File: config.mk
export PLATFORM = sky130hd
export DESIGN_NAME = ram_1w_1rs_ext
export DESIGN_NICKNAME = d
export VERILOG_FILES = /design/src/rtl/ram_1w_1rs_ext.sv
export SDC_FILE = /design/constraint.sdc
export NUM_CORES = 1
export LEC_CHECK = 0
export CORE_ASPECT_RATIO = 1.25
export CORE_UTILIZATION = 45
export CTS_CLUSTER_DIAMETER = 40
export DETAILED_ROUTE_END_ITERATION = 8
export GPL_ROUTABILITY_DRIVEN = 0
export PLACE_DENSITY_LB_ADDON = 0.1
export SLEW_MARGIN = 20
export SYNTH_ARGS = -nofsm -noshare
export SYNTH_HDL_FRONTEND = slang
export SYNTH_SLANG_ARGS = --single-unit
File: constraint.sdc
create_clock -name clk -period 5.2 [get_ports clk]
set_input_delay 0.52 -clock clk [delete_from_list [all_inputs] [get_ports clk]]
set_output_delay 0.52 -clock clk [all_outputs]
set_load 0.1 [all_outputs]
File: src/rtl/ram_1w_1rs_ext.sv
// Single-write / single-read RAM with write lane masks, 1- or 2-cycle registered read,
// configurable read-under-write behaviour and an optional post-reset clear sweep.
module ram_1w_1rs_ext #(
  parameter int                   wordCount      = 32,
  parameter int                   wordWidth      = 32,
  parameter int                   addressWidth   = 5,
  parameter int                   wrMaskWidth    = 4,
  parameter int                   wrMaskEnable   = 1,
  parameter string                readUnderWrite = "readFirst",
  parameter int                   readLatency    = 1,
  parameter int                   initOnReset    = 1,
  parameter logic [wordWidth-1:0] initValue      = '0
) (
  input  logic                    clk,
  input  logic                    reset,
  output logic                    init_busy,
  input  logic                    wr_en,
  input  logic [wrMaskWidth-1:0]  wr_mask,
  input  logic [addressWidth-1:0] wr_addr,
  input  logic [wordWidth-1:0]    wr_data,
  input  logic                    rd_en,
  input  logic [addressWidth-1:0] rd_addr,
  output logic [wordWidth-1:0]    rd_data,
  output logic                    rd_valid
);

  localparam int LANE_W = (wrMaskWidth > 0) ? wordWidth / wrMaskWidth : 1;
  localparam bit WRITE_FIRST = (readUnderWrite == "writeFirst");
  localparam logic [addressWidth:0]   DEPTH     = (addressWidth + 1)'(wordCount);
  localparam logic [addressWidth-1:0] LAST_ADDR = addressWidth'(wordCount - 1);

  if (wordCount < 2) begin : g_bad_word_count
    $error("ram_1w_1rs_ext: wordCount must be >= 2");
  end
  if (addressWidth < 1 || (addressWidth < 31 && (1 << addressWidth) < wordCount)) begin : g_bad_addr_width
    $error("ram_1w_1rs_ext: addressWidth too small for wordCount");
  end
  if (wrMaskWidth < 1 || (wordWidth % wrMaskWidth) != 0) begin : g_bad_mask_width
    $error("ram_1w_1rs_ext: wordWidth must be divisible by wrMaskWidth");
  end
  if (wrMaskEnable != 0 && wrMaskEnable != 1) begin : g_bad_mask_enable
    $error("ram_1w_1rs_ext: wrMaskEnable must be 0 or 1");
  end
  if (readUnderWrite != "readFirst" && readUnderWrite != "writeFirst" &&
      readUnderWrite != "dontCare") begin : g_bad_ruw
    $error("ram_1w_1rs_ext: readUnderWrite must be readFirst, writeFirst or dontCare");
  end
  if (readLatency != 1 && readLatency != 2) begin : g_bad_latency
    $error("ram_1w_1rs_ext: readLatency must be 1 or 2");
  end
  if (initOnReset != 0 && initOnReset != 1) begin : g_bad_init
    $error("ram_1w_1rs_ext: initOnReset must be 0 or 1");
  end

  typedef enum logic {IDLE, CLEAR} state_e;

  state_e                  state_q, state_d;
  logic [addressWidth-1:0] clr_cnt_q, clr_cnt_d;

  logic [wordWidth-1:0] mem [wordCount];

  logic                    wr_fire, rd_fire, wr_in_range, rd_in_range;
  logic [wrMaskWidth-1:0]  wr_lanes, mem_lanes;
  logic [wordWidth-1:0]    wr_bits, mem_wdata, rd_word;
  logic [addressWidth-1:0] mem_waddr;
  logic                    mem_we;

  logic                 s1_valid_q, s1_valid_d;
  logic [wordWidth-1:0] s1_data_q, s1_data_d;
  logic                 rd_valid_q, rd_valid_d;
  logic [wordWidth-1:0] rd_data_q, rd_data_d;

  assign init_busy   = (state_q == CLEAR);
  assign wr_in_range = ({1'b0, wr_addr} < DEPTH);
  assign rd_in_range = ({1'b0, rd_addr} < DEPTH);
  assign wr_fire     = wr_en && !init_busy && wr_in_range;
  assign rd_fire     = rd_en && !init_busy;
  assign wr_lanes    = (wrMaskEnable != 0) ? wr_mask : '1;

  // NOTE: every signal driven here gets a default first, so no latch can be inferred.
  always_comb begin
    state_d   = state_q;
    clr_cnt_d = clr_cnt_q;
    case (state_q)
      CLEAR: begin
        clr_cnt_d = clr_cnt_q + 1'b1;
        if (clr_cnt_q == LAST_ADDR) begin
          state_d   = IDLE;
          clr_cnt_d = '0;
        end
      end
      default: ;
    endcase
  end

  // The clear sweep owns the write port; user requests are dropped meanwhile.
  always_comb begin
    mem_we    = wr_fire;
    mem_waddr = wr_addr;
    mem_wdata = wr_data;
    mem_lanes = wr_lanes;
    if (init_busy) begin
      mem_we    = 1'b1;
      mem_waddr = clr_cnt_q;
      mem_wdata = initValue;
      mem_lanes = '1;
    end
  end

  always_comb begin
    wr_bits = '0;
    for (int i = 0; i < wrMaskWidth; i++) begin
      wr_bits[i*LANE_W +: LANE_W] = {LANE_W{wr_lanes[i]}};
    end
  end

  always_comb begin
    rd_word = '0;
    if (rd_in_range) begin
      rd_word = mem[rd_addr];
      if (WRITE_FIRST && wr_fire && (wr_addr == rd_addr)) begin
        rd_word = (rd_word & ~wr_bits) | (wr_data & wr_bits);
      end
    end
  end

  // Stage 1 captures the word at accept time, so later writes cannot disturb it.
  always_comb begin
    s1_valid_d = rd_fire;
    s1_data_d  = rd_fire ? rd_word : s1_data_q;
    if (readLatency == 2) begin
      rd_valid_d = s1_valid_q;
      rd_data_d  = s1_valid_q ? s1_data_q : rd_data_q;
    end else begin
      rd_valid_d = rd_fire;
      rd_data_d  = rd_fire ? rd_word : rd_data_q;
    end
  end

  always_ff @(posedge clk) begin
    if (reset) begin
      state_q    <= (initOnReset != 0) ? CLEAR : IDLE;
      clr_cnt_q  <= '0;
      s1_valid_q <= 1'b0;
      s1_data_q  <= '0;
      rd_valid_q <= 1'b0;
      rd_data_q  <= '0;
    end else begin
      state_q    <= state_d;
      clr_cnt_q  <= clr_cnt_d;
      s1_valid_q <= s1_valid_d;
      s1_data_q  <= s1_data_d;
      rd_valid_q <= rd_valid_d;
      rd_data_q  <= rd_data_d;
    end
  end

  // NOTE: the array has no reset; its contents come only from writes or the clear sweep.
  always_ff @(posedge clk) begin
    for (int i = 0; i < wrMaskWidth; i++) begin
      if (mem_we && mem_lanes[i]) begin
        mem[mem_waddr][i*LANE_W +: LANE_W] <= mem_wdata[i*LANE_W +: LANE_W];
      end
    end
  end

  assign rd_data  = rd_data_q;
  assign rd_valid = rd_valid_q;

endmodule

==> results of run 1 <==
## state kept, by name, indices dropped and copies added (netlist names)
signal / flops
clr_cnt_q: 5
init_busy: 1
mem: 1024
rd_data: 32
rd_valid: 1
## layout make-up
cell class	instances	area, um2	share of cell area [%]
repair buffers	127	1340	2.74
clock buffers	169	3760	7.68
multi-input cells	1245	9940	20.3
inverters	4	15.0	0.0307
flip-flops and latches	1063	31500	64.5
clock inverters	72	783	1.60
well taps	1206	1510	3.09
## power by group through the flow
stage          clock network (mW)  logic [mW]  registers [mW]
4_1_cts                      9.42       0.782            9.37
3_3_place_gp                    0       0.772            9.55
2_1_floorplan                   0       0.523            9.54
3_5_place_dp                    0       0.778            9.55
6_report                     9.27       0.781            9.37
5_1_grt                      9.76       0.823            9.37
## per-stage QoR
stage / cell area [um2] / util, %
final: 48900 / 52.6
after global routing: 48900 / 52.6
after CTS: 48900 / 52.6
after detailed placement: 44300 / 47.7
after global placement: 44300 / 47.7
after floorplan: 42200 / -
## routing by layer
layer	wire (um)	track usage [%]
met5	11	0
met4	3470	8.40
met3	5570	4.17
met2	54100	38.5
met1	47000	31.2
## path summary, 6_finish.rpt
check | slack [ps] | to | startpoint
setup reg to reg | 1340 | mem[25][8]$_DFFE_PP_ | init_busy$_SDFF_PP1_
setup / recovery | 1340 | mem[25][8]$_DFFE_PP_ | init_busy$_SDFF_PP1_
hold reg to reg | 530 | rd_data[1]$_SDFFE_PP0P_ | rd_data[1]$_SDFFE_PP0P_
hold / removal | 470 | clr_cnt_q[0]$_SDFFE_PP0P_ | reset
## cells in the final DEF (no fill, tap or decap), types with 4 or more instances in the layout
cell                              Yosys  final
sky130_fd_sc_hd__clkbuf_16            0    143
sky130_fd_sc_hd__buf_4               22     31
sky130_fd_sc_hd__dfxtp_1             39     38
sky130_fd_sc_hd__clkinv_4             0      4
sky130_fd_sc_hd__a22oi_1            257    257
sky130_fd_sc_hd__nor2b_4              0     34
sky130_fd_sc_hd__clkinvlp_4           0      9
sky130_fd_sc_hd__clkdlybuf4s50_1      0     81
sky130_fd_sc_hd__or4_1               32     32
sky130_fd_sc_hd__clkbuf_8             0      8
sky130_fd_sc_hd__a211oi_2            32     32
sky130_fd_sc_hd__inv_6                0     15
sky130_fd_sc_hd__bufinv_16            0     12
sky130_fd_sc_hd__clkbuf_1            92     18
sky130_fd_sc_hd__inv_1                4      4
sky130_fd_sc_hd__buf_12               2     14
sky130_fd_sc_hd__nand2b_1             6      4
sky130_fd_sc_hd__a21oi_2              0      4
sky130_fd_sc_hd__mux2i_1            516    516
sky130_fd_sc_hd__nor3_1              12     12
sky130_fd_sc_hd__a21oi_1            133    129
sky130_fd_sc_hd__nor2_1             160    159
sky130_fd_sc_hd__nand3_1             13     13
sky130_fd_sc_hd__clkinv_1             0     10
sky130_fd_sc_hd__edfxtp_1          1024   1024
sky130_fd_sc_hd__clkinv_2             0     17
sky130_fd_sc_hd__nand2_1             24     24
## logic make-up after synthesis
kind of cell / after synthesis
AND/OR/NAND/NOR: 293
AO/OA/AOI/OAI: 434
multiplexers: 516
adder cells (fa/ha/maj): 2
buffers and inverters: 160
flip-flops: 1063
==> metrics list, run 1 <==
- The region available for standard cell placement spans 0.0929 mm2.
* Number of gates resized after CTS: 0
- Initial core utilization: 45.4%
- The H-tree was split into 4 levels.
* Worst path arrival time: 4200 ps
- Placed Cells incl. Taps: 3644
* Compound-gate portion of the synthesized area: 7.30%
* Final min period: 3860 ps
- Final WS setup: 1340 ps
- Of all flip-flops after synthesis, the portion carrying an async set or reset was 0%.
- During I/O placement, the number of pins put on the boundary was 84.
- From synthesis to final layout, the design area changed by 15.9%.
* Most repeated cell in the gate-level netlist after synthesis: sky130_fd_sc_hd__edfxtp_1
- Total power consumption of the routed design: 19.4 mW
- The worst setup path is launched from a register.
- Worst Hold Slack: 470 ps
- Commonest cells in the synthesized netlist: 1024 x sky130_fd_sc_hd__edfxtp_1, 516 x sky130_fd_sc_hd__mux2i_1, 257 x sky130_fd_sc_hd__a22oi_1, 160 x sky130_fd_sc_hd__nor2_1, 133 x sky130_fd_sc_hd__a21oi_1
- The path class of the tightest hold or removal check is input pin to register.
- Period utilisation layout: 74.3%
* Proportion of synthesized area in mux cells: 12.2%
- OpenSTA, run right after detailed placement, puts the worst setup slack at 1370 ps.
- Detail-routed net length per standard cell: 28.3 um
- Slew headroom: 25.0%
- Total standard cell area after synthesis: 0.0422 mm2
- Buffers & Inverters on Critical Path: 1
- A synthesized cell averages 17.1 um2.
- Pin count of the biggest net entering global routing: 81
- Count of hold-fix buffers inserted at cts: 0
- Combinational family with the most area after synthesis: multiplexers
- No sink is reached through more buffers than the 3 on the longest clock path.
- Global-route wire length before repair: 157000 um
* Dominant cell type by count on the critical path: sky130_fd_sc_hd__nor2_1
* R2R depth: 5
* Clk Tree Root Cell: sky130_fd_sc_hd__clkbuf_16
* Static Leak: 17.4 nW
- Post-CTS timing repair inserted 0 buffers for setup.
- DRT Pass-1 Iters: 7
- Global routing used 23.4% of the available tracks across all layers.
- Category of the most critical setup path: register to register
- The number of nets handed over by synthesis was 2520.
- Count of state elements after synthesis: 1063
- Setup repair after global routing missed its margin: false
- Detailed placement ended at an HPWL of 66700 um.
* Via count: 22.5k
- Clock latency of the later-clocked register in the worst-skew pair: 710 ps
- Post-layout instance count excluding filler cells: 3886
- Gate count after technology mapping: 2468
- The worst setup path is captured at a register.
* Largest incremental delay on the critical path: 900 ps
* Std-Cell Rows: 125
- After global routing the overflow that remains totals 0.
- The floorplan step set the die height to 344 um.
- Once detail routing completed, the nets flagged for antenna violations numbered 0.
* Via count normalized by instance count: 5.78
- Port buffering added 83 buffers.
- Counting every sink on the clock net gives 1063.
* Number of filler cells placed in the layout: 7460
- The final number of hold-violating endpoints was 0.
* Req. time, crit path: 5530 ps
- Most common flop cell mapped by yosys: sky130_fd_sc_hd__edfxtp_1
- Final setup violation count: 0
- Between clock sinks in the finished design, the worst skew comes to 17.5 ps.
- Largest delay contributor family on the critical path: simple AND/OR/NAND/NOR gates
- Proportion of total power due to net switching: 20.8%
- Top cells by area, synth: sky130_fd_sc_hd__edfxtp_1 73%, sky130_fd_sc_hd__mux2i_1 12%, sky130_fd_sc_hd__a22oi_1 4.6%, sky130_fd_sc_hd__dfxtp_1 1.9%, sky130_fd_sc_hd__a21oi_1 1.6%
- Power Internal: 15.4 mW
* Largest area contributor in the synthesized netlist: sky130_fd_sc_hd__edfxtp_1
* Via count of the first global-routing pass: 22.6k
- Antenna violations before repair: 4
- Largest fanout on the critical path: 41
* Net switching power: 4.04 mW
- DRC marker count from the first detailed-route iteration: 2252
- Share of power burned in combinational logic: 4.0%
* Worst-path cell chain: mux2i_1 > inv_1 > nor2_1 > nand2_1 > nor2_1
- Horizontal extent of the die: 276 um
- Post-detailed-routing wire length: 110000 um
* Max Slew Vio Count: 0
- Max-cap violations in this run came to 0.
- TritonCTS built the clock tree.
- Cell Pwr Density: 397 mW/mm2
* Register clock-pin slew on the reported worst setup and hold paths: 60 ps
- Clock network fraction of total power: 47.7%
* Synthesized-area fraction occupied by adder cells: 0.0593%
* Actual slew at the worst max-slew pin: 1120 ps
- Crit path max-delay cell type: sky130_fd_sc_hd__dfxtp_4
- In this run, CTS created clock tree buffers numbering 131.
- Number of cells on the worst hold path: 2
- Status: completed
- WP depth: 5
- For this run, the top clock speed supported by timing is 259 MHz.
* Die Footprint: 0.0949 mm2
* Sequential share of power: 48.2%
* Yosys Warn Count: 0
- Fraction of post-synthesis cell area in the top cell type by area: 72.9%
- Basic-gate share of the synthesized area counting and, or, nand and nor cells: 3.29%
- Net count reported at finish: 2624
- Cells with a size suffix above 1 make up 12.5% of the layout.
- IR analysis of the VDD net gives a maximum drop of 271 uV.
* Post-Route Setup TNS: 0 ps
- The synthesized netlist devotes 0% of its cell area to XOR and XNOR gates.
* Proportion of synthesized chip area in sequential cells: 74.8%
- After detailed routing, the number of remaining DRC violations is 0.
* Number of flops mapped to enable cells by yosys: 1024
- Synthesis instantiated 34 different standard cells from the library.
- Number of diodes added for antenna fixing: 0
No activity file was read; power rests on OpenSTA's default activity.
==> inputs of run 2 (changes only) <==
==> constraint.sdc (replaced) <==
create_clock -name clk -period 3.2 [get_ports clk]
set_input_delay 0.32 -clock clk [delete_from_list [all_inputs] [get_ports clk]]
set_output_delay 0.32 -clock clk [all_outputs]
set_load 0.1 [all_outputs]
==> metrics list, run 2 (synthesized netlist as in run 1, its figures left out) <==
* Status: completed
- Final standard cell utilization of the core: 53.6% (+1.0 points)
- mem holds more flip-flops than any other register.
* Period utilisation layout: 94.9% (+21 points)
- The worst clock skew came to 32.9 ps (+15.5 ps).
- Final setup violation count: 0 (unchanged)
- Buffers & Inverters on Critical Path: 2 (+1)
* Count of boundary I/O pins: 84 (unchanged)
- The smallest setup slack after layout was 162 ps (-1170 ps).
- Flip-flop count of the largest register, all copies and words added: 1024 (unchanged)
- # clock sinks: 1063 (unchanged)
* Worst min-delay path startpoint: reset
* Drc violations: 0 (unchanged)
- The worst hold path terminates at clr_cnt_q[0]$_SDFFE_PP0P_.
- The number of hold buffers added after cts came to 0 (unchanged).
- Overall track demand over capacity in global routing: 23.3% (-0.070 points)
* Detail-routed net length per standard cell: 27.2 um (-4.1%)
* Pin count of the biggest net entering global routing: 66 (-19%)
- The ratio of total power to cell area is 617 mW/mm2 (+55%).
- Top achievable clock speed: 329 MHz (+27%)
* Req. time, crit path: 3580 ps (-1950 ps)
- Startpoint of the lowest-slack register-to-register path: init_busy$_SDFF_PP1_
- Clk Tree Root Cell: sky130_fd_sc_hd__clkbuf_16
- Max Slew Vio Count: 0 (unchanged)
* Post-Route Setup TNS: 0 ps (unchanged)
- Post-layout instance count excluding filler cells: 4057 (+4.4%)
- Number of post-CTS setup repair buffers: 0 (unchanged)
- Setup repair after global routing left no endpoint under its margin.
- Post-Place Cell Area: 0.0457 mm2 (+3.1%)
* Sort of element at the end of the critical path: register
- The layout net count was 2794 (+6.5%).
- Via count of the first global-routing pass: 23.5k (+4.0%)
* Area overhead of the layout relative to synthesis: 18.2%
* DP Wirelength: 66900 um (+0.34%)
- Maximum vdd ir drop: 391 uV (+44%)
* Inserted Clock Buffers: 120 (-8.4%)
* Total power consumption of the routed design: 30.7 mW (+58%)
- Uppermost metal layer occupied by signal nets: met5
- Initial core utilization: 45.4% (unchanged)
- Number of filler cells placed in the layout: 7477 (+0.23%)
- Via count normalized by instance count: 5.69 (-1.5%)
- Number of cells on the worst hold path: 2 (unchanged)
- Met2 Routed Length: 55400 um (+2.3%)
- Via count: 23.1k (+2.8%)
- The maximum buffer depth of the clock tree was 3 (unchanged).
* TritonCTS clock tree: built
* Area of all placed cells without fillers: 0.0498 mm2 (+2.0%)
- Die Footprint: 0.0949 mm2 (unchanged)
- DRT Pass-1 Iters: 5 (-2)
- The max-cap violation count was 0 (unchanged).
- Combined flip-flop and latch cell area: 0.0315 mm2 (unchanged)
- Most frequent cells in the layout: 1024 x sky130_fd_sc_hd__edfxtp_1, 516 x sky130_fd_sc_hd__mux2i_1, 257 x sky130_fd_sc_hd__a22oi_1, 207 x sky130_fd_sc_hd__buf_4, 159 x sky130_fd_sc_hd__nor2_1
* Hold violation total from the final report: 0 (unchanged)
- Core Region: 0.0929 mm2 (unchanged)
- Setup WS pre-CTS: 253 ps (-1120 ps)
- The delay of the slowest critical-path stage is 670 ps (-230 ps).
- The number of antenna violations at the first check in global routing came to 1 (-3).
* R2R depth: 6 (+1)
* Largest fanout on the critical path: 23 (-44%)
* Std-Cell Rows: 125 (unchanged)
* Critical path launch point type: register
- The area used by multi-input combinational logic came to 0.00980 mm2 (-1.5%).
- The arrival time of the worst setup path came to 3420 ps (-780 ps).
- Actual slew at the worst max-slew pin: 1010 ps (-111 ps)
- Broken down by cell family, the worst path's largest delay share belongs to simple AND/OR/NAND/NOR gates.
- Slew headroom: 32.6% (+7.6 points)
* Worst-path cell chain: buf_4 > nand3b_1 > o21ai_1 > nand3_1 > nor2_1 > buf_4
- The floorplan die width was 276 um (unchanged).
* Post-detailed-routing wire length: 110000 um (+0.13%)
- Crit path max-delay cell type: sky130_fd_sc_hd__nand3_1
- Counting stages on the worst path, the most repeated cell is sky130_fd_sc_hd__buf_4.
* Worst Hold Slack: 272 ps (-198 ps)
- The global-route wire length before repair is 159000 um (+1.3%).
- The number of H-tree branching levels was 3 (-1).
- Number of buffer cells added on primary ports: 83 (unchanged)
- WL met1: 46300 um (-1.4%)
- Category of the most critical setup path: register to register
- The share of post-route cells with drive strength above 1 came to 17.8% (+5.2 points).
- The shortest period the worst path allows is 3040 ps (-826 ps).
* Placed Cells incl. Taps: 3826 (+5.0%)
* Register clock-pin slew on the reported worst setup and hold paths: 70 ps (about the same)
- The length of routed met3 wiring is 5710 um (+2.6%).
- The slack of the worst reg-to-reg path was 160 ps (-1170 ps).
* Number of gates resized after CTS: 0 (unchanged)
* Static Leak: 18.2 nW (+4.1%)
- Leaving out fill and tap cells, the most frequent cell in the layout is sky130_fd_sc_hd__edfxtp_1.
* Antenna Nets Post-Route: 0 (unchanged)
- The insertion delay of the later-clocked pin in the worst-skew pair was 700 ps (about the same).
- The endpoint identified for the worst register-to-register timing path is mem[15][14]$_DFFE_PP_.
* Residual overflow from global routing: 0 (unchanged)
* DRC marker count from the first detailed-route iteration: 1954 (-13%)
- The tightest min-delay check is of the input pin to register type.
- Floorplan die height: 344 um (unchanged)
## run 2: changes by cell type in the layout (fill, tap and decap cells not counted), moves of 5 or more
cell / before / now
sky130_fd_sc_hd__buf_4: 31 / 207
sky130_fd_sc_hd__nor2b_4: 34 / 5
sky130_fd_sc_hd__clkinv_1: 10 / 15
sky130_fd_sc_hd__clkdlybuf4s50_1: 81 / 75
sky130_fd_sc_hd__clkbuf_8: 8 / 1
sky130_fd_sc_hd__bufinv_16: 12 / 17
sky130_fd_sc_hd__clkbuf_16: 143 / 123
sky130_fd_sc_hd__nor2b_2: 1 / 30
sky130_fd_sc_hd__clkinv_4: 4 / 11
sky130_fd_sc_hd__buf_12: 14 / 25
## run 2: layout make-up
class	count	share of cell area, %
multi-input cells	1245	19.7
well taps	1206	3.03
flip-flops and latches	1063	63.3
clock buffers	141	6.33
clock inverters	87	2.00
diodes	3	0.0151
inverters	4	0.0301
repair buffers	308	5.66
## run 2: worst register-to-register path: cells and delay by family, from the launching register on
kind	cells	cell delay, ps
buf+inv	2	700
simple gates	3	1150
flops	1	580
compound gates	1	290
## run 2: worst max-delay path by stage
stage,startpoint,to,slack [ps],depth (start not counted)
2_1_floorplan,init_busy$_SDFF_PP1_,mem[19][0]$_DFFE_PP_,280,6
3_3_place_gp,init_busy$_SDFF_PP1_,mem[15][27]$_DFFE_PP_,310,6
3_5_place_dp,init_busy$_SDFF_PP1_,mem[15][9]$_DFFE_PP_,250,6
4_1_cts,init_busy$_SDFF_PP1_,mem[15][14]$_DFFE_PP_,210,6
5_1_grt,init_busy$_SDFF_PP1_,mem[15][24]$_DFFE_PP_,30,6
6_report,init_busy$_SDFF_PP1_,mem[15][14]$_DFFE_PP_,160,6
## run 2: per-layer routing
metal / track usage [%] / vias to the layer above
li1: - / 10400
met1: 31.0 / 11900
met2: 39.4 / 648
met3: 3.72 / 157
met4: 7.12 / 2
met5: 0 / -
## run 2: power breakdown
part / switching [mW] / internal (mW) / total, mW
logic: 0.808 / 0.532 / 1.34
registers: 0.0358 / 15.2 / 15.2
clock network: 5.67 / 8.51 / 14.2
==> inputs of run 3 (changes only) <==
--- a/config.mk
+++ b/config.mk
@@ -8,6 +8,7 @@
 export CORE_ASPECT_RATIO = 1.25
 export CORE_UTILIZATION = 45
 export CTS_CLUSTER_DIAMETER = 40
+export CTS_CLUSTER_SIZE = 8
 export DETAILED_ROUTE_END_ITERATION = 8
 export GPL_ROUTABILITY_DRIVEN = 0
 export PLACE_DENSITY_LB_ADDON = 0.1
==> constraint.sdc (replaced) <==
create_clock -name clk -period 3.2 [get_ports clk]
set_input_delay 0.32 -clock clk [delete_from_list [all_inputs] [get_ports clk]]
set_output_delay 0.32 -clock clk [all_outputs]
set_load 0.05 [all_outputs]
==> metrics list, run 3 (synthesized netlist as in run 1, its figures left out) <==
- Std-Cell Rows: 125 (unchanged)
* Setup clock skew after layout: 28.4 ps (-4.51 ps)
* Most common cell after layout, fill and taps aside: sky130_fd_sc_hd__edfxtp_1
- The ratio of total power to cell area was 632 mW/mm2 (+2.5%).
- mem holds more flip-flops than any other register.
* Antenna violations before repair: 1 (unchanged)
- The min-delay analysis places its worst path in the category input pin to register.
* Worst-path cell chain: buf_4 > clkdlybuf4s50_1
- Setup repair after global routing left no endpoint under its margin.
- Buffers & Inverters on Critical Path: 2 (unchanged)
- Antenna Nets Post-Route: 0 (unchanged)
- The remaining max-slew budget at the tightest pin came to 28.6% (-4.0 points).
* Floorplan die height: 344 um (unchanged)
* Static Leak: 18.5 nW (+1.7%)
- The worst register-to-register path ends at mem[17][29]$_DFFE_PP_.
- DRT Pass-1 Iters: 6 (+1)
- The total clock sinks was 1063 (unchanged).
- The setup violation total in the final timing report came to 0 (unchanged).
- Critical path launch point type: register
* Post-detailed-routing wire length: 110000 um (-0.46%)
- Max-Cap Viols: 0 (unchanged)
* Largest buffer count on any clock path: 3 (unchanged)
- The final number of hold-violating endpoints came to 0 (unchanged).
- The final sum of negative setup slack came to 0 ps (unchanged).
* Count of boundary I/O pins: 84 (unchanged)
- Broken down by cell family, the worst path's largest delay share belongs to buffers and inverters.
* DRC marker count from the first detailed-route iteration: 2120 (+8.5%)
- Setup WS pre-CTS: -13.5 ps (-266 ps)
* Status: completed
- Final standard cell utilization of the core: 54.4% (+0.74 points)
- The quantity of I/O buffers inserted on ports was 83 (unchanged).
* Number of cells on the worst hold path: 2 (unchanged)
* Category of the most critical setup path: register to output port
* Via count: 23.3k (+0.80%)
* Residual overflow from global routing: 0 (unchanged)
* Detail-routed net length per standard cell: 26.6 um (-2.0%)
* Reg-to-reg slack, setup: 280 ps (+120 ps)
- The insertion delay of the later-clocked pin in the worst-skew pair was 730 ps (+30 ps).
- Global-route wire length before repair: 160000 um (+0.23%)
* End point of the most critical hold path: clr_cnt_q[4]$_SDFFE_PP0P_
* DP Wirelength: 68000 um (+1.6%)
* Startpoint of the lowest-slack register-to-register path: init_busy$_SDFF_PP1_
- Req. time, crit path: 2880 ps (-700 ps)
* Sort of element at the end of the critical path: output port
- Core Region: 0.0929 mm2 (unchanged)
- The per-cell via count in the routed design came to 5.65 (-0.79%).
- TritonCTS built the clock tree.
- R2R depth: 6 (unchanged)
- Actual slew at the worst max-slew pin: 1070 ps (+56.0 ps)
- Final WS setup: 231 ps (+68.9 ps)
- The share of post-route cells with drive strength above 1 came to 17.3% (-0.48 points).
- Initial core utilization: 45.4% (unchanged)
* Clk Tree Root Cell: sky130_fd_sc_hd__clkbuf_16
- Final min period: 2970 ps (-68.9 ps)
* Pin count of the biggest net entering global routing: 66 (unchanged)
- Die Footprint: 0.0949 mm2 (unchanged)
* Number of levels in the clock H-tree: 4 (+1)
- The total DRC errors in the routed layout was 0 (unchanged).
- The startpoint identified for the worst hold timing path is reset.
- The final-report max-slew violation count was 0 (unchanged).
- Flip-flop count of the largest register, all copies and words added: 1024 (unchanged)
- Number of filler cells placed in the layout: 7390 (-1.2%)
* Number of diodes added for antenna fixing: 0 (-3)
* Crit path max-delay cell type: sky130_fd_sc_hd__clkdlybuf4s50_1
* Most frequent cells in the layout: 1024 x sky130_fd_sc_hd__edfxtp_1, 516 x sky130_fd_sc_hd__mux2i_1, 257 x sky130_fd_sc_hd__a22oi_1, 218 x sky130_fd_sc_hd__buf_4, 166 x sky130_fd_sc_hd__clkbuf_16
* Net count reported at finish: 2848 (+1.9%)
- The number of buffers created by CTS is 156 (+30%).
* Register clock-pin slew on the reported worst setup and hold paths: 50 ps (-20 ps)
- WP depth: 2 (-4)
- Number of post-CTS setup repair buffers: 0 (unchanged)
- Period utilisation layout: 92.8% (-2.2 points)
- Worst path arrival time: 2650 ps (-770 ps)
- Horizontal extent of the die: 276 um (unchanged)
* Largest fanout on the critical path: 28 (+22%)
- Compared with the post-synthesis result, the final layout area differs by 19.8%.
* Maximum vdd ir drop: 449 uV (+15%)
* Overall track demand over capacity in global routing: 23.5% (+0.17 points)
* Count of hold-fix buffers inserted at cts: 0 (unchanged)
- The number of global-route vias before repair was 23.6k (+0.61%).
- Worst Hold Slack: 248 ps (-23.8 ps)
* Number of gates resized after CTS: 0 (unchanged)
- The maximum frequency from static timing analysis was 337 MHz (+2.3%).
- The delay of the slowest critical-path stage was 850 ps (+180 ps).
run 3: changes by cell type in the layout (fill, tap and decap cells not counted), moves of 8 or more:
| cell | previous run | this run |
|---|---|---|
| sky130_fd_sc_hd__bufinv_16 | 17 | 0 |
| sky130_fd_sc_hd__clkinvlp_4 | 8 | 0 |
| sky130_fd_sc_hd__clkbuf_1 | 17 | 91 |
| sky130_fd_sc_hd__clkinv_1 | 15 | 5 |
| sky130_fd_sc_hd__buf_4 | 207 | 218 |
| sky130_fd_sc_hd__clkinv_4 | 11 | 0 |
| sky130_fd_sc_hd__clkinv_2 | 14 | 3 |
| sky130_fd_sc_hd__inv_6 | 17 | 4 |
| sky130_fd_sc_hd__clkbuf_16 | 123 | 166 |
run 3: power by group:
| group | internal, mW | leakage, nW | total (mW) | switching (mW) |
|---|---|---|---|---|
| clock network | 9.66 | 2.26 | 15.3 | 5.66 |
| logic | 0.540 | 6.31 | 1.36 | 0.817 |
| registers | 15.2 | 9.90 | 15.3 | 0.0350 |
| total | 25.4 | 18.5 | 31.9 | 6.51 |
run 3: per-layer routing:
metal / global-route usage (%) / vias to the layer above / routed length [um]
met1: 31.6 / 11900 / 46200
met2: 38.5 / 758 / 54000
met5: 0 / - / 0
met4: 7.70 / 0 / 3030
li1: - / 10500 / -
met3: 4.49 / 180 / 6570
run 3: cell type report:
| cell class | instances | area (um2) | share of cell area [%] |
|---|---|---|---|
| Sequential cell | 1063 | 31500 | 62.4 |
| Multi-Input combinational cell | 1245 | 9800 | 19.4 |
| Clock buffer | 265 | 4610 | 9.11 |
| Timing Repair Buffer | 326 | 2980 | 5.90 |
| Tap cell | 1206 | 1510 | 2.99 |
| Clock inverter | 13 | 85.1 | 0.168 |
| Inverter | 4 | 15.0 | 0.0297 |
run 3: worst max-delay path by stage:
stage | start | to | slack [ps]
finish | init_busy$_SDFF_PP1_ | init_busy | 230
global route | init_busy$_SDFF_PP1_ | init_busy | 110
CTS | init_busy$_SDFF_PP1_ | init_busy | 170
detailed placement | wr_addr[0] | mem[19][25]$_DFFE_PP_ | -10
global placement | wr_addr[0] | mem[19][27]$_DFFE_PP_ | -90
floorplan | init_busy$_SDFF_PP1_ | mem[19][0]$_DFFE_PP_ | 280
run 3: through the flow:
step	area [um2]	total power [mW]	instances
after floorplan	42200	16.4	2468
after global placement	45800	16.9	3844
after detailed placement	45800	16.9	3844
after CTS	50500	32.2	4122
after global routing	50500	32.9	4122
final	50500	31.9	4122
